==> src/rtl/riscv_v_elastic_pipe_pkg.sv <==
// Shared definitions for the elastic valid/ready pipeline.
//
// Contents:
//   RISCV_V_NUM_BYTES_DATA / RISCV_V_DATA_W : default payload width
//   pipe_slot_t                             : one slot (valid bit + payload) at the default width
//   occ_width()                             : width of the occupancy counter, never below 1 bit
package riscv_v_elastic_pipe_pkg;

  localparam int RISCV_V_NUM_BYTES_DATA = 4;
  localparam int RISCV_V_DATA_W         = RISCV_V_NUM_BYTES_DATA * 8;

  typedef struct packed {
    logic                      v;
    logic [RISCV_V_DATA_W-1:0] d;
  } pipe_slot_t;

  // Bits needed to count 0..ns valid slots; a zero-stage pipe still gets a 1-bit port.
  function automatic int occ_width(input int ns);
    return ($clog2(ns + 1) > 0) ? $clog2(ns + 1) : 1;
  endfunction

endpackage

==> src/rtl/riscv_v_elastic_pipe_if.sv <==
// Valid/ready handshake bundle carrying one payload word.
//
// Signals:
//   valid : producer holds a payload
//   ready : consumer accepts this cycle
//   data  : payload, DATA_W bits
// Modports:
//   master : producer side (drives valid/data, samples ready)
//   slave  : consumer side (samples valid/data, drives ready)
interface riscv_v_elastic_pipe_if
  import riscv_v_elastic_pipe_pkg::*;
#(
  parameter int DATA_W = RISCV_V_DATA_W
);

  logic              valid;
  logic              ready;
  logic [DATA_W-1:0] data;

  modport master (output valid, output data, input ready);
  modport slave  (input valid, input data, output ready);

endinterface

==> src/rtl/riscv_v_elastic_pipe_slot.sv <==
// One register slot of the elastic pipe: a valid bit and a payload register.
//
// Ports:
//   clk, rst          : clock, synchronous active-high reset
//   flush             : clear valid, reload RST_VAL into the payload
//   kill              : clear valid; an incoming payload is dropped
//   load              : slot takes src_valid/src_data this cycle (ready chain says it may)
//   src_valid/src_data: what the upstream neighbour offers
//   valid/data        : slot contents
module riscv_v_elastic_pipe_slot
  import riscv_v_elastic_pipe_pkg::*;
#(
  parameter int                DATA_W  = RISCV_V_DATA_W,
  parameter logic [DATA_W-1:0] RST_VAL = '0
) (
  input  logic              clk,
  input  logic              rst,
  input  logic              flush,
  input  logic              kill,
  input  logic              load,
  input  logic              src_valid,
  input  logic [DATA_W-1:0] src_data,
  output logic              valid,
  output logic [DATA_W-1:0] data
);

  // Priority rst > flush > kill > load. The payload register only moves on a
  // real incoming transfer, so a held or drained slot keeps its last word.
  always_ff @(posedge clk) begin
    if (rst || flush) begin
      valid <= 1'b0;
      data  <= RST_VAL;
    end else if (kill) begin
      valid <= 1'b0;
    end else if (load) begin
      valid <= src_valid;
      if (src_valid) begin
        data <= src_data;
      end
    end
  end

endmodule

==> src/rtl/riscv_v_elastic_pipe.sv <==
// Elastic valid/ready pipeline of NUM_STAGES slots with backpressure,
// bubble collapsing, global enable, flush and per-slot kill.
//
// Parameters: DATA_W (payload width), NUM_STAGES (0 = combinational
// pass-through), RST_VAL (payload value after reset/flush).
// Ports:
//   clk, rst   : clock, synchronous active-high reset
//   en         : global advance enable, 0 freezes every slot
//   flush      : kill every slot; no input accepted in that cycle
//   kill_mask  : bit i kills slot i (slot 0 is the input side)
//   in_if      : upstream handshake (slave)
//   out_if     : downstream handshake (master)
//   occupancy  : number of valid slots, only when RISCV_V_PIPE_OCC_EN is defined
module riscv_v_elastic_pipe
  import riscv_v_elastic_pipe_pkg::*;
#(
  parameter int                DATA_W     = RISCV_V_DATA_W,
  parameter int                NUM_STAGES = 2,
  parameter logic [DATA_W-1:0] RST_VAL    = '0
) (
  input  logic                                       clk,
  input  logic                                       rst,
  input  logic                                       en,
  input  logic                                       flush,
  input  logic [(NUM_STAGES > 0 ? NUM_STAGES : 1)-1:0] kill_mask,
  riscv_v_elastic_pipe_if.slave                      in_if,
  riscv_v_elastic_pipe_if.master                     out_if
`ifdef RISCV_V_PIPE_OCC_EN
  ,
  output logic [occ_width(NUM_STAGES)-1:0]           occupancy
`endif
);

  localparam int NS = NUM_STAGES;

  if (NS == 0) begin : g_pass
    // No storage: the handshake passes straight through, gated by en.
    logic unused_ns0;
    assign unused_ns0   = ^{clk, rst, flush, kill_mask};
    assign in_if.ready  = out_if.ready & en;
    assign out_if.valid = in_if.valid & en;
    assign out_if.data  = in_if.data;
`ifdef RISCV_V_PIPE_OCC_EN
    assign occupancy    = '0;
`endif
  end else begin : g_pipe
    logic [NS:0]       ready;
    logic [NS-1:0]     slot_valid;
    logic [DATA_W-1:0] slot_data [NS];
    logic [NS-1:0]     src_valid;
    logic [DATA_W-1:0] src_data  [NS];

    // Ready chain from the output back to the input: a slot can take a new
    // payload if it is empty or its own payload leaves this cycle. Empty
    // slots stay ready while downstream stalls, which collapses bubbles.
    always_comb begin
      ready     = '0;
      ready[NS] = out_if.ready & en;
      for (int i = NS - 1; i >= 0; i--) begin
        ready[i] = en & (~slot_valid[i] | ready[i+1]);
      end
    end

    // What each slot is offered. A killed slot's payload is dropped rather
    // than forwarded, so kill removes the occupant even when it is moving.
    always_comb begin
      src_valid[0] = in_if.valid;
      src_data[0]  = in_if.data;
      for (int i = 1; i < NS; i++) begin
        src_valid[i] = slot_valid[i-1] & ~kill_mask[i-1];
        src_data[i]  = slot_data[i-1];
      end
    end

    for (genvar i = 0; i < NS; i++) begin : g_slot
      riscv_v_elastic_pipe_slot #(
        .DATA_W  (DATA_W),
        .RST_VAL (RST_VAL)
      ) u_slot (
        .clk       (clk),
        .rst       (rst),
        .flush     (flush),
        .kill      (kill_mask[i]),
        .load      (ready[i]),
        .src_valid (src_valid[i]),
        .src_data  (src_data[i]),
        .valid     (slot_valid[i]),
        .data      (slot_data[i])
      );
    end

    // in_ready is masked by flush so nothing is accepted into a pipe that is
    // being cleared; a killed last slot is hidden from the consumer.
    assign in_if.ready  = ready[0] & ~flush;
    assign out_if.valid = slot_valid[NS-1] & ~kill_mask[NS-1];
    assign out_if.data  = slot_data[NS-1];

    // Producers must hold a stalled offer unchanged until it is taken.
    a_in_hold: assert property (@(posedge clk) disable iff (rst)
      (in_if.valid && !in_if.ready) |=> (in_if.valid && $stable(in_if.data)));

`ifdef RISCV_V_PIPE_OCC_EN
    localparam int OCC_W = occ_width(NS);
    logic [OCC_W-1:0] occ_q;
    logic [OCC_W-1:0] occ_drop;
    logic             in_fire;
    logic             out_fire;

    assign in_fire  = in_if.valid & in_if.ready;
    assign out_fire = out_if.valid & out_if.ready & en;

    // Payloads lost to kill: the current occupant of a killed slot, plus a
    // payload that was about to enter a killed slot.
    always_comb begin
      occ_drop = '0;
      for (int i = 0; i < NS; i++) begin
        occ_drop = occ_drop + OCC_W'(slot_valid[i] & kill_mask[i])
                            + OCC_W'(ready[i] & src_valid[i] & kill_mask[i]);
      end
    end

    // Running count of valid slots, kept arithmetically from the transfers.
    always_ff @(posedge clk) begin
      if (rst || flush) begin
        occ_q <= '0;
      end else begin
        occ_q <= occ_q + OCC_W'(in_fire) - OCC_W'(out_fire) - occ_drop;
      end
    end

    assign occupancy = occ_q;

    a_occ_match: assert property (@(posedge clk) disable iff (rst)
      occ_q == OCC_W'($countones(slot_valid)));
`endif
  end

endmodule

==> src/flat_wrapper.sv <==
// flat-port wrapper written by rule: the top's interface ports become plain ports
module riscv_v_elastic_pipe_flat import riscv_v_elastic_pipe_pkg::*;
#(
  parameter int                DATA_W     = RISCV_V_DATA_W,
  parameter int                NUM_STAGES = 2,
  parameter logic [DATA_W-1:0] RST_VAL    = '0
)
  (clk, rst, en, flush, kill_mask, in_if_valid, in_if_data, in_if_ready, out_if_valid, out_if_data, out_if_ready);
  riscv_v_elastic_pipe_if #(.DATA_W(DATA_W)) in_if_i ();
  riscv_v_elastic_pipe_if #(.DATA_W(DATA_W)) out_if_i ();
  input  logic clk;
  input  logic rst;
  input  logic en;
  input  logic flush;
  input  logic [(NUM_STAGES > 0 ? NUM_STAGES : 1)-1:0] kill_mask;
  input wire logic [$bits(in_if_i.valid)-1:0] in_if_valid;
  input wire logic [$bits(in_if_i.data)-1:0] in_if_data;
  output wire logic [$bits(in_if_i.ready)-1:0] in_if_ready;
  output wire logic [$bits(out_if_i.valid)-1:0] out_if_valid;
  output wire logic [$bits(out_if_i.data)-1:0] out_if_data;
  input wire logic [$bits(out_if_i.ready)-1:0] out_if_ready;
  assign in_if_i.valid = in_if_valid;
  assign in_if_i.data = in_if_data;
  assign in_if_ready = in_if_i.ready;
  assign out_if_valid = out_if_i.valid;
  assign out_if_data = out_if_i.data;
  assign out_if_i.ready = out_if_ready;
  riscv_v_elastic_pipe #(.DATA_W(DATA_W), .NUM_STAGES(NUM_STAGES), .RST_VAL(RST_VAL)) u_core (.clk(clk), .rst(rst), .en(en), .flush(flush), .kill_mask(kill_mask), .in_if(in_if_i), .out_if(out_if_i));
endmodule
==> config.mk <==
export PLATFORM = sky130hd
export DESIGN_NAME = riscv_v_elastic_pipe_flat
export DESIGN_NICKNAME = d
export VERILOG_FILES = /design/src/rtl/riscv_v_elastic_pipe_pkg.sv /design/src/rtl/riscv_v_elastic_pipe_if.sv /design/src/rtl/riscv_v_elastic_pipe_slot.sv /design/src/rtl/riscv_v_elastic_pipe.sv /design/src/flat_wrapper.sv
export SDC_FILE = /design/constraint.sdc
export NUM_CORES = 1
export LEC_CHECK = 0
export CAP_MARGIN = 25
export CORE_MARGIN = 5
export CORE_UTILIZATION = 42
export DETAILED_ROUTE_END_ITERATION = 6
export GPL_TIMING_DRIVEN = 0
export PLACE_DENSITY = 0.73
export SLEW_MARGIN = 20
export SYNTH_ARGS = -nofsm -noshare
export SYNTH_HDL_FRONTEND = slang
export SYNTH_SLANG_ARGS = --single-unit
==> constraint.sdc <==
create_clock -name clk -period 1.4 [get_ports clk]
set_clock_uncertainty 0.15 [all_clocks]
set_input_delay 0.28 -clock clk [delete_from_list [all_inputs] [get_ports clk]]
set_output_delay 0.28 -clock clk [all_outputs]
set_load 0.01 [all_outputs]
**Word level (Yosys, flattened, before mapping)**

Cells that the tools add are included.

- Register bits after elaboration: 66
- Output and inout port bits: 34
- Bits of input ports: 40

- Bitwise logic cells: 13
- Reductions and logical operators: 5

Operator list:

| cell | number |
|---|---|
| 1-bit AND | 6 |
| 3-bit AND reduction | 2 |
| 1-bit inverter | 5 |
| 2-bit OR reduction | 2 |
| 1-bit bitwise OR | 2 |
| 1-bit logical OR | 1 |

**Longest topological paths before layout**

Gate-level depths: netlist of run 1.

- Word-level depth: 6
- Gate-level depth with buffers: 5
- Mapped depth without buffers: 3

**Cells and area by module**

Synthesis of run 1 repeated with hierarchy kept, for this count alone.

- Cell total of the unflattened synthesis: 307
- Area total of the unflattened synthesis: 3,602.2 um^2

Modules (own cells, without submodules):

| module | area an instance (um^2) | cells an instance | times used |
|---|---|---|---|
| riscv_v_elastic_pipe_slot | 1,778.0 | 150 | 2 |
| riscv_v_elastic_pipe | 46.3 | 7 | 1 |

**Worst setup path after synthesis of run 1**

OpenSTA, ideal clock, no wires.

- Path type: register -> register
- From: register u_core.g_pipe.g_slot[0].u_slot.valid
- To: register u_core.g_pipe.g_slot[0].u_slot.data[10]
- Path slack: -71 ps
- Clock period less this slack: 1,471 ps
- Required time: 1,178 ps
- Stages on the path, launching flop included: 5
- Data arrival time: 1,250 ps
- Cells stage by stage: dfxtp_1 and3b_1 nor3_2 buf_4 mux2i_1

- Cells in the longest elaborated chain, start to end: 4

RTL lines:

| element | RTL line | source |
|---|---|---|
| start, declared | riscv_v_elastic_pipe_slot.sv:23 | `output logic valid,` |
| start signal, assigned | riscv_v_elastic_pipe_slot.sv:36 | `valid <= src_valid;` |
| 1-bit inverter | riscv_v_elastic_pipe.sv:60 | `ready[i] = en & (~slot_valid[i] \| ready[i+1]);` |
| 1-bit bitwise OR | riscv_v_elastic_pipe.sv:60 |  |
| 1-bit AND | riscv_v_elastic_pipe.sv:60 |  |
| 3-bit AND reduction (no line) | - |  |
| end signal, assigned | riscv_v_elastic_pipe_slot.sv:38 | `data <= src_data;` |
| end, declared | riscv_v_elastic_pipe_slot.sv:24 | `output logic [DATA_W-1:0] data` |

Every way passes these cells.
A chain may end at the register's enable or synchronous reset.

**Worst setup path in the final report of run 1**

- From: register u_core.g_pipe.g_slot[1].u_slot.valid
- To: output in_if_ready

- Cells in the longest elaborated chain, start to end: 6

RTL lines:

| element | RTL line | source |
|---|---|---|
| start, declared | riscv_v_elastic_pipe_slot.sv:23 |  |
| start signal, assigned | riscv_v_elastic_pipe_slot.sv:36 |  |
| 1-bit inverter | riscv_v_elastic_pipe.sv:60 |  |
| 1-bit bitwise OR | riscv_v_elastic_pipe.sv:60 |  |
| 1-bit AND | riscv_v_elastic_pipe.sv:60 |  |
| 1-bit bitwise OR | riscv_v_elastic_pipe.sv:60 |  |
| 1-bit AND | riscv_v_elastic_pipe.sv:60 |  |
| 1-bit AND | riscv_v_elastic_pipe.sv:94 | `assign in_if.ready = ready[0] & ~flush;` |
| end, declared | flat_wrapper.sv:18 | `output wire logic [$bits(in_if_i.ready)-1:0] in_if_ready;` |

Every way passes these cells.

==> results.sh, run 1 <==
export IMPL_leakage_nw=1.59
export IMPL_start_util_pct=43.1
export IMPL_vias=2081
export IMPL_critPathLaunchType="register"
export IMPL_gp_congestion=0.743
export IMPL_fin_crit_ps=1560
export IMPL_synth_area_per_cell_um2=9.84
export IMPL_grt_max_degree=11
export IMPL_cts_tree="yes"
export IMPL_crit_family="flip-flops"
export IMPL_portBuffers=73
export IMPL_first_pass_iters=4
export IMPL_syn_to_final_growth_pct=48.7
export IMPL_cts_hold_buf=0
export IMPL_grt_pass1_vias=2142
export IMPL_drc_errors=0
export IMPL_cts_buffers=9
export IMPL_ios=74
export IMPL_dpl_worst_slack_ps=-797
export IMPL_synth_seq_cells=66
export IMPL_syn_nets=298
export IMPL_outcome="complete, but fails checks"
export IMPL_synthCells=258
export IMPL_fillers=511
export IMPL_synth_area_mm2=0.00254
export IMPL_dr_first_iter_drc_count=44
export IMPL_violations="setup timing"
export IMPL_wire_per_inst_um=14.7
export IMPL_yosys_warnings=0
export IMPL_dieHeight_um=87.7
export IMPL_cts_clk_slew_worst_paths_ps=60
export IMPL_cp_max_fo=4
export IMPL_yosysUniqueCellTypes=20
export IMPL_hold_ws_ps=110
export IMPL_hpwl_um=4070
export IMPL_maxCapViolCount=0
export IMPL_worstMarginPinSlew_ps=312
export IMPL_hold_path_class="in -> reg"
export IMPL_max_stage_delay_ps=330
export IMPL_drive_gt1_share_pct=17.6
export IMPL_clock_sinks=66
export IMPL_max_freq_mhz=640
export IMPL_final_cell_mix="97 x nand2_1, 64 x dfxtp_1, 63 x mux2i_1, 33 x clkdlybuf4s50_1, 17 x clkdlybuf4s15_1"
export IMPL_finalWirelength_um=6360
export IMPL_ys_seq_area_share_pct=52.1
export IMPL_antenna_found_initial=0
export IMPL_crit_chain="and3b_2, nor3_2, buf_2"
export IMPL_final_common_cell="nand2_1"
export IMPL_cts_max_level=3
export IMPL_slew_viol_final=0
export IMPL_antennaDiodeCount=0
export IMPL_grt_usage_pct=17.3
export IMPL_root_buffer="clkbuf_8"
export IMPL_rsz0062_at_grt="yes"
export IMPL_period_share_pct=112
export IMPL_power_density_mw_per_mm2=954
export IMPL_end_kind="output pin"
export IMPL_hold_viol=0
export IMPL_design_core_area_mm2=0.00589
export IMPL_cts_buffer_depth=2
export IMPL_die_x_um=87.7
export IMPL_nNetsFinal=393
export IMPL_vdd_ir_drop_max_uv=581
export IMPL_postLayoutSetupSlackWorst_ps=-162
export IMPL_cp_slowest_cell="dfxtp_2"
export IMPL_required_ps=970
export IMPL_maxSlewHeadroom_pct=78.7
export IMPL_placementRows=28
export IMPL_post_route_util_pct=64.1
export IMPL_die_area_mm2=0.00770
export IMPL_dpl_cell_area_mm2=0.00339
export IMPL_grt_pass1_wl_um=10200
export IMPL_worst_skew_pair_late_latency_ps=330
export IMPL_criticalPathCategory="reg -> out"
export IMPL_routed_via_density=4.82
export IMPL_ant_nets=0
export IMPL_final_area_mm2=0.00377
export IMPL_worst_path_buf_inv=1
export IMPL_cp_arrival_ps=1130
export IMPL_setup_viol=39
export IMPL_grt_overflow=0
[metal layers]
metal  global-route usage, %  wire [um]
met5                       0          0
met4                    8.93        112
met3                    2.92        313
met2                    29.0       3150
met1                    21.2       2790
[cells in the mapped netlist]
master | instances | area (um2)
nor2b_1 | 2 | 12.5
nor3_1 | 1 | 5.00
inv_1 | 1 | 3.75
buf_4 | 4 | 30.0
a21boi_0 | 1 | 7.51
mux2i_1 | 64 | 641
nand3b_4 | 1 | 20.0
and3b_1 | 1 | 8.76
buf_8 | 1 | 15.0
nand2_1 | 98 | 368
nor4_1 | 1 | 6.26
buf_2 | 5 | 25.0
a2111oi_0 | 1 | 8.76
buf_6 | 1 | 11.3
dfxtp_1 | 66 | 1320
nor2_1 | 1 | 3.75
nor3_2 | 2 | 20.0
o21ai_0 | 1 | 5.00
clkbuf_1 | 5 | 18.8
or3_1 | 1 | 6.26
[final timing paths]
check	cells after the start	start	to	slack [ps]
setup / recovery	3	u_core.g_pipe.g_slot[1].u_slot.valid	in_if_ready	-160
hold reg to reg	2	u_core.g_pipe.g_slot[1].u_slot.data[7]	u_core.g_pipe.g_slot[1].u_slot.data[7]	310
hold / removal	2	rst	u_core.g_pipe.g_slot[1].u_slot.valid	110
setup reg to reg	4	u_core.g_pipe.g_slot[1].u_slot.valid	u_core.g_pipe.g_slot[1].u_slot.data[26]	-150
[worst register-to-register path, cell delays in order, from the launching register on]
cell     delay, ps
dfxtp_2        330
nor2b_4        130
or3_4          470
buf_12         180
mux2i_4        170
[cells by family after synthesis]
kind of cell | share of synthesized area [%]
compound gates | 0.838
buf+inv | 4.09
simple gates | 17.8
mux | 25.2
flops | 52.1
[stage by stage]
step / power [mW] / TNS (ps) / instances
after global placement: 2.20 / -43950 / 406
final: 3.60 / -2570 / 432
after global routing: 3.74 / -5930 / 432
after floorplan: 2.04 / -1270 / 258
after detailed placement: 2.19 / -43480 / 406
after CTS: 3.64 / -3000 / 434
[power by group]
part           internal (mW)  switching (mW)  leakage [nW]  total [mW]
Sequential              1.89         0.00389         0.533        1.89
Combinational          0.171           0.127         0.970       0.298
Clock                  0.728           0.679        0.0855        1.41
Total                   2.79           0.810          1.59        3.60
[state kept, by name, summed over array words and instances, names as in the netlist]
name and count:
u_core.g_pipe.g_slot.u_slot.data 64, u_core.g_pipe.g_slot.u_slot.valid 2
[layout make-up]
class / count / area (um2) / share of cell area, %
plain buffers: 15 / 153 / 4.05
multi-input cells: 175 / 1170 / 30.9
clock buffers: 13 / 159 / 4.21
well taps: 75 / 93.8 / 2.49
inverters: 1 / 3.75 / 0.0995
flip-flops and latches: 66 / 1320 / 35.1
repair buffers: 85 / 862 / 22.8
clock inverters: 2 / 12.5 / 0.332
[what timing repair did]
item | CTS | global route
pin swaps | 4 | 1
endpoints found under the setup margin | 98 | 92
gates resized for setup | 81 | 43
cloned | 5 | 1
buffers inserted | 8 | 0
Note: power is estimated with default switching activity, not from simulation.
==> run 2: changes to the inputs <==
--- a/config.mk
+++ b/config.mk
@@ -6,11 +6,12 @@
 export NUM_CORES = 1
 export LEC_CHECK = 0
 export CAP_MARGIN = 25
+export CORE_ASPECT_RATIO = 1.5
 export CORE_MARGIN = 5
 export CORE_UTILIZATION = 42
 export DETAILED_ROUTE_END_ITERATION = 6
 export GPL_TIMING_DRIVEN = 0
-export PLACE_DENSITY = 0.73
+export PLACE_DENSITY = 0.84
 export SLEW_MARGIN = 20
 export SYNTH_ARGS = -nofsm -noshare
 export SYNTH_HDL_FRONTEND = slang
==> run 2 against run 1 <==
The run still ends with setup timing left; via count grew 0.48%; sequential cell count is the same; wire length increased by 1.2%; first-iteration DRC count rose to 3.1 times the previous value.
==> results.sh, run 2 (synthesis gave the netlist of run 1 again) <==
export IMPL_worst_skew_pair_late_latency_ps=330
export IMPL_maxSlewHeadroom_pct=78.2
export IMPL_combPwrFrac_pct=7.8
export IMPL_rrSetupSlack_ps=-130
export IMPL_root_buffer="clkbuf_8"
export IMPL_crit_end="in_if_ready"
export IMPL_switchingPower_uw=810
export IMPL_drive_gt1_share_pct=16.5
export IMPL_hold_depth=2
export IMPL_p_sw_share_pct=20.6
export IMPL_grt_pass1_vias=2286
export IMPL_dieHeight_um=105
export IMPL_max_stage_delay_ps=330
export IMPL_routed_via_density=4.87
export IMPL_required_ps=970
export IMPL_reg2reg_from="u_core.g_pipe.g_slot[0].u_slot.valid"
export IMPL_critPathLaunchType="register"
export IMPL_cts_clk_slew_worst_paths_ps=70
export IMPL_start_util_pct=43.5
export IMPL_reg_largest_list="u_core.g_pipe.g_slot.u_slot.data (64), u_core.g_pipe.g_slot.u_slot.valid (2)"
export IMPL_portBuffers=73
export IMPL_vdd_ir_drop_max_uv=892
export IMPL_fin_crit_ps=1600
export IMPL_grt_overflow=0
export IMPL_setup_viol=62
export IMPL_die_x_um=73.5
export IMPL_worstMarginPinSlew_ps=318
export IMPL_antennaDiodeCount=0
export IMPL_cts_max_level=3
export IMPL_rsz0062_at_grt="yes"
export IMPL_internal_power_mw=3.13
export IMPL_hpwl_um=4310
export IMPL_cts_buffers=9
export IMPL_cts_buffer_depth=2
export IMPL_grt_max_degree=11
export IMPL_p_clk_share_pct=44.1
export IMPL_drc_errors=0
export IMPL_post_route_util_pct=66.2
export IMPL_outcome="complete, but fails checks"
export IMPL_design_core_area_mm2=0.00583
export IMPL_finalPower_mw=3.94
export IMPL_cp_max_fo=4
export IMPL_power_density_mw_per_mm2=1020
export IMPL_grt_usage_pct=18.0
export IMPL_hold_viol=0
export IMPL_antenna_found_initial=0
export IMPL_dr_first_iter_drc_count=137
export IMPL_violations="setup timing"
export IMPL_largest_register="u_core.g_pipe.g_slot.u_slot.data"
export IMPL_die_area_mm2=0.00773
export IMPL_final_cell_mix="98 x nand2_1, 64 x dfxtp_1, 63 x mux2i_1, 34 x clkdlybuf4s50_1, 24 x clkdlybuf4s15_1"
export IMPL_cp_slowest_cell="dfxtp_2"
export IMPL_cts_tree="yes"
export IMPL_vias=2091
export IMPL_max_freq_mhz=626
export IMPL_final_area_mm2=0.00386
export IMPL_maxCapViolCount=0
export IMPL_ios=74
export IMPL_reg2reg_to="u_core.g_pipe.g_slot[1].u_slot.data[21]"
export IMPL_clock_sinks=66
export IMPL_wire_per_inst_um=15.0
export IMPL_startpoint="u_core.g_pipe.g_slot[1].u_slot.valid"
export IMPL_first_pass_iters=4
export IMPL_period_share_pct=114
export IMPL_end_kind="output pin"
export IMPL_dpl_cell_area_mm2=0.00339
export IMPL_p_seq_share_pct=48.1
export IMPL_leakage_nw=1.60
export IMPL_nNetsFinal=393
export IMPL_final_common_cell="nand2_1"
export IMPL_largest_reg_flops=64
export IMPL_postLayoutSetupSlackWorst_ps=-198
export IMPL_syn_to_final_growth_pct=52.0
export IMPL_ant_nets=0
export IMPL_finalWirelength_um=6440
export IMPL_hold_path_class="in -> reg"
export IMPL_slew_viol_final=0
export IMPL_criticalPathCategory="reg -> out"
export IMPL_placementRows=34
export IMPL_gp_congestion=0.853
export IMPL_crit_chain="and3b_2, nor3_2, buf_2"
export IMPL_cp_arrival_ps=1170
export IMPL_fin_tns_setup_ps=-3940
export IMPL_grt_pass1_wl_um=10800
export IMPL_reg2reg_depth=5
run 2: layout make-up:
type,instances,area (um2)
clock buffers,14,193
well taps,72,90.1
plain buffers,14,144
multi-input cells,175,1160
flip-flops and latches,66,1320
clock inverters,1,30.0
repair buffers,86,910
fillers,445,1970
inverters,1,3.75
run 2: power by group through the flow:
stage / registers, mW / clock network (mW) / logic (mW)
2_1_floorplan: 1.94 / 0 / 0.106
3_3_place_gp: 1.94 / 0 / 0.257
3_5_place_dp: 1.94 / 0 / 0.259
4_1_cts: 1.89 / 1.77 / 0.332
5_1_grt: 1.89 / 1.85 / 0.328
6_report: 1.89 / 1.74 / 0.307
run 2: worst min path at each step:
stage	endpoint	slack (ps)	startpoint
CTS	u_core.g_pipe.g_slot[0].u_slot.valid	200	kill_mask[0]
global route	u_core.g_pipe.g_slot[0].u_slot.valid	240	kill_mask[0]
floorplan	u_core.g_pipe.g_slot[0].u_slot.valid	210	flush
global placement	u_core.g_pipe.g_slot[1].u_slot.data[10]	290	u_core.g_pipe.g_slot[1].u_slot.data[10]
finish	u_core.g_pipe.g_slot[0].u_slot.valid	220	kill_mask[0]
detailed placement	u_core.g_pipe.g_slot[1].u_slot.data[0]	300	u_core.g_pipe.g_slot[1].u_slot.data[0]
run 2: stage by stage:
| step | cells | hold WS [ps] | setup WS (ps) |
|---|---|---|---|
| finish | 429 | 216 | -198 |
| global route | 429 | 240 | -250 |
| CTS | 434 | 197 | -218 |
| detailed placement | 403 | 297 | -841 |
| global placement | 403 | 292 | -841 |
| floorplan | 258 | 206 | -47.6 |
run 2: layer usage:
metal  wire length, um  up-vias  track usage (%)  part of all wire, %
met4               153        0             7.90                  2.4
met5                 0        -                0                    0
li1                  -     1042                -                    -
met2              3530       50             32.2                   55
met3               281       11             4.13                  4.4
met1              2480      988             19.4                   38
run 2: critical path: cells and delay by family, from the launching register on:
family        cells  cell delay (ps)
simple gates      2              350
flops             1              330
buf+inv           1              160
run 2: what timing repair did:
| item | 4_1_cts | 5_1_grt |
|---|---|---|
| setup buffers | 11 | 0 |
| gates cloned | 5 | 0 |
| hold buffers | 0 | 0 |
| gates resized for setup | 82 | 33 |
| pin swaps | 5 | 2 |
| endpoints found under the setup margin | 98 | 94 |
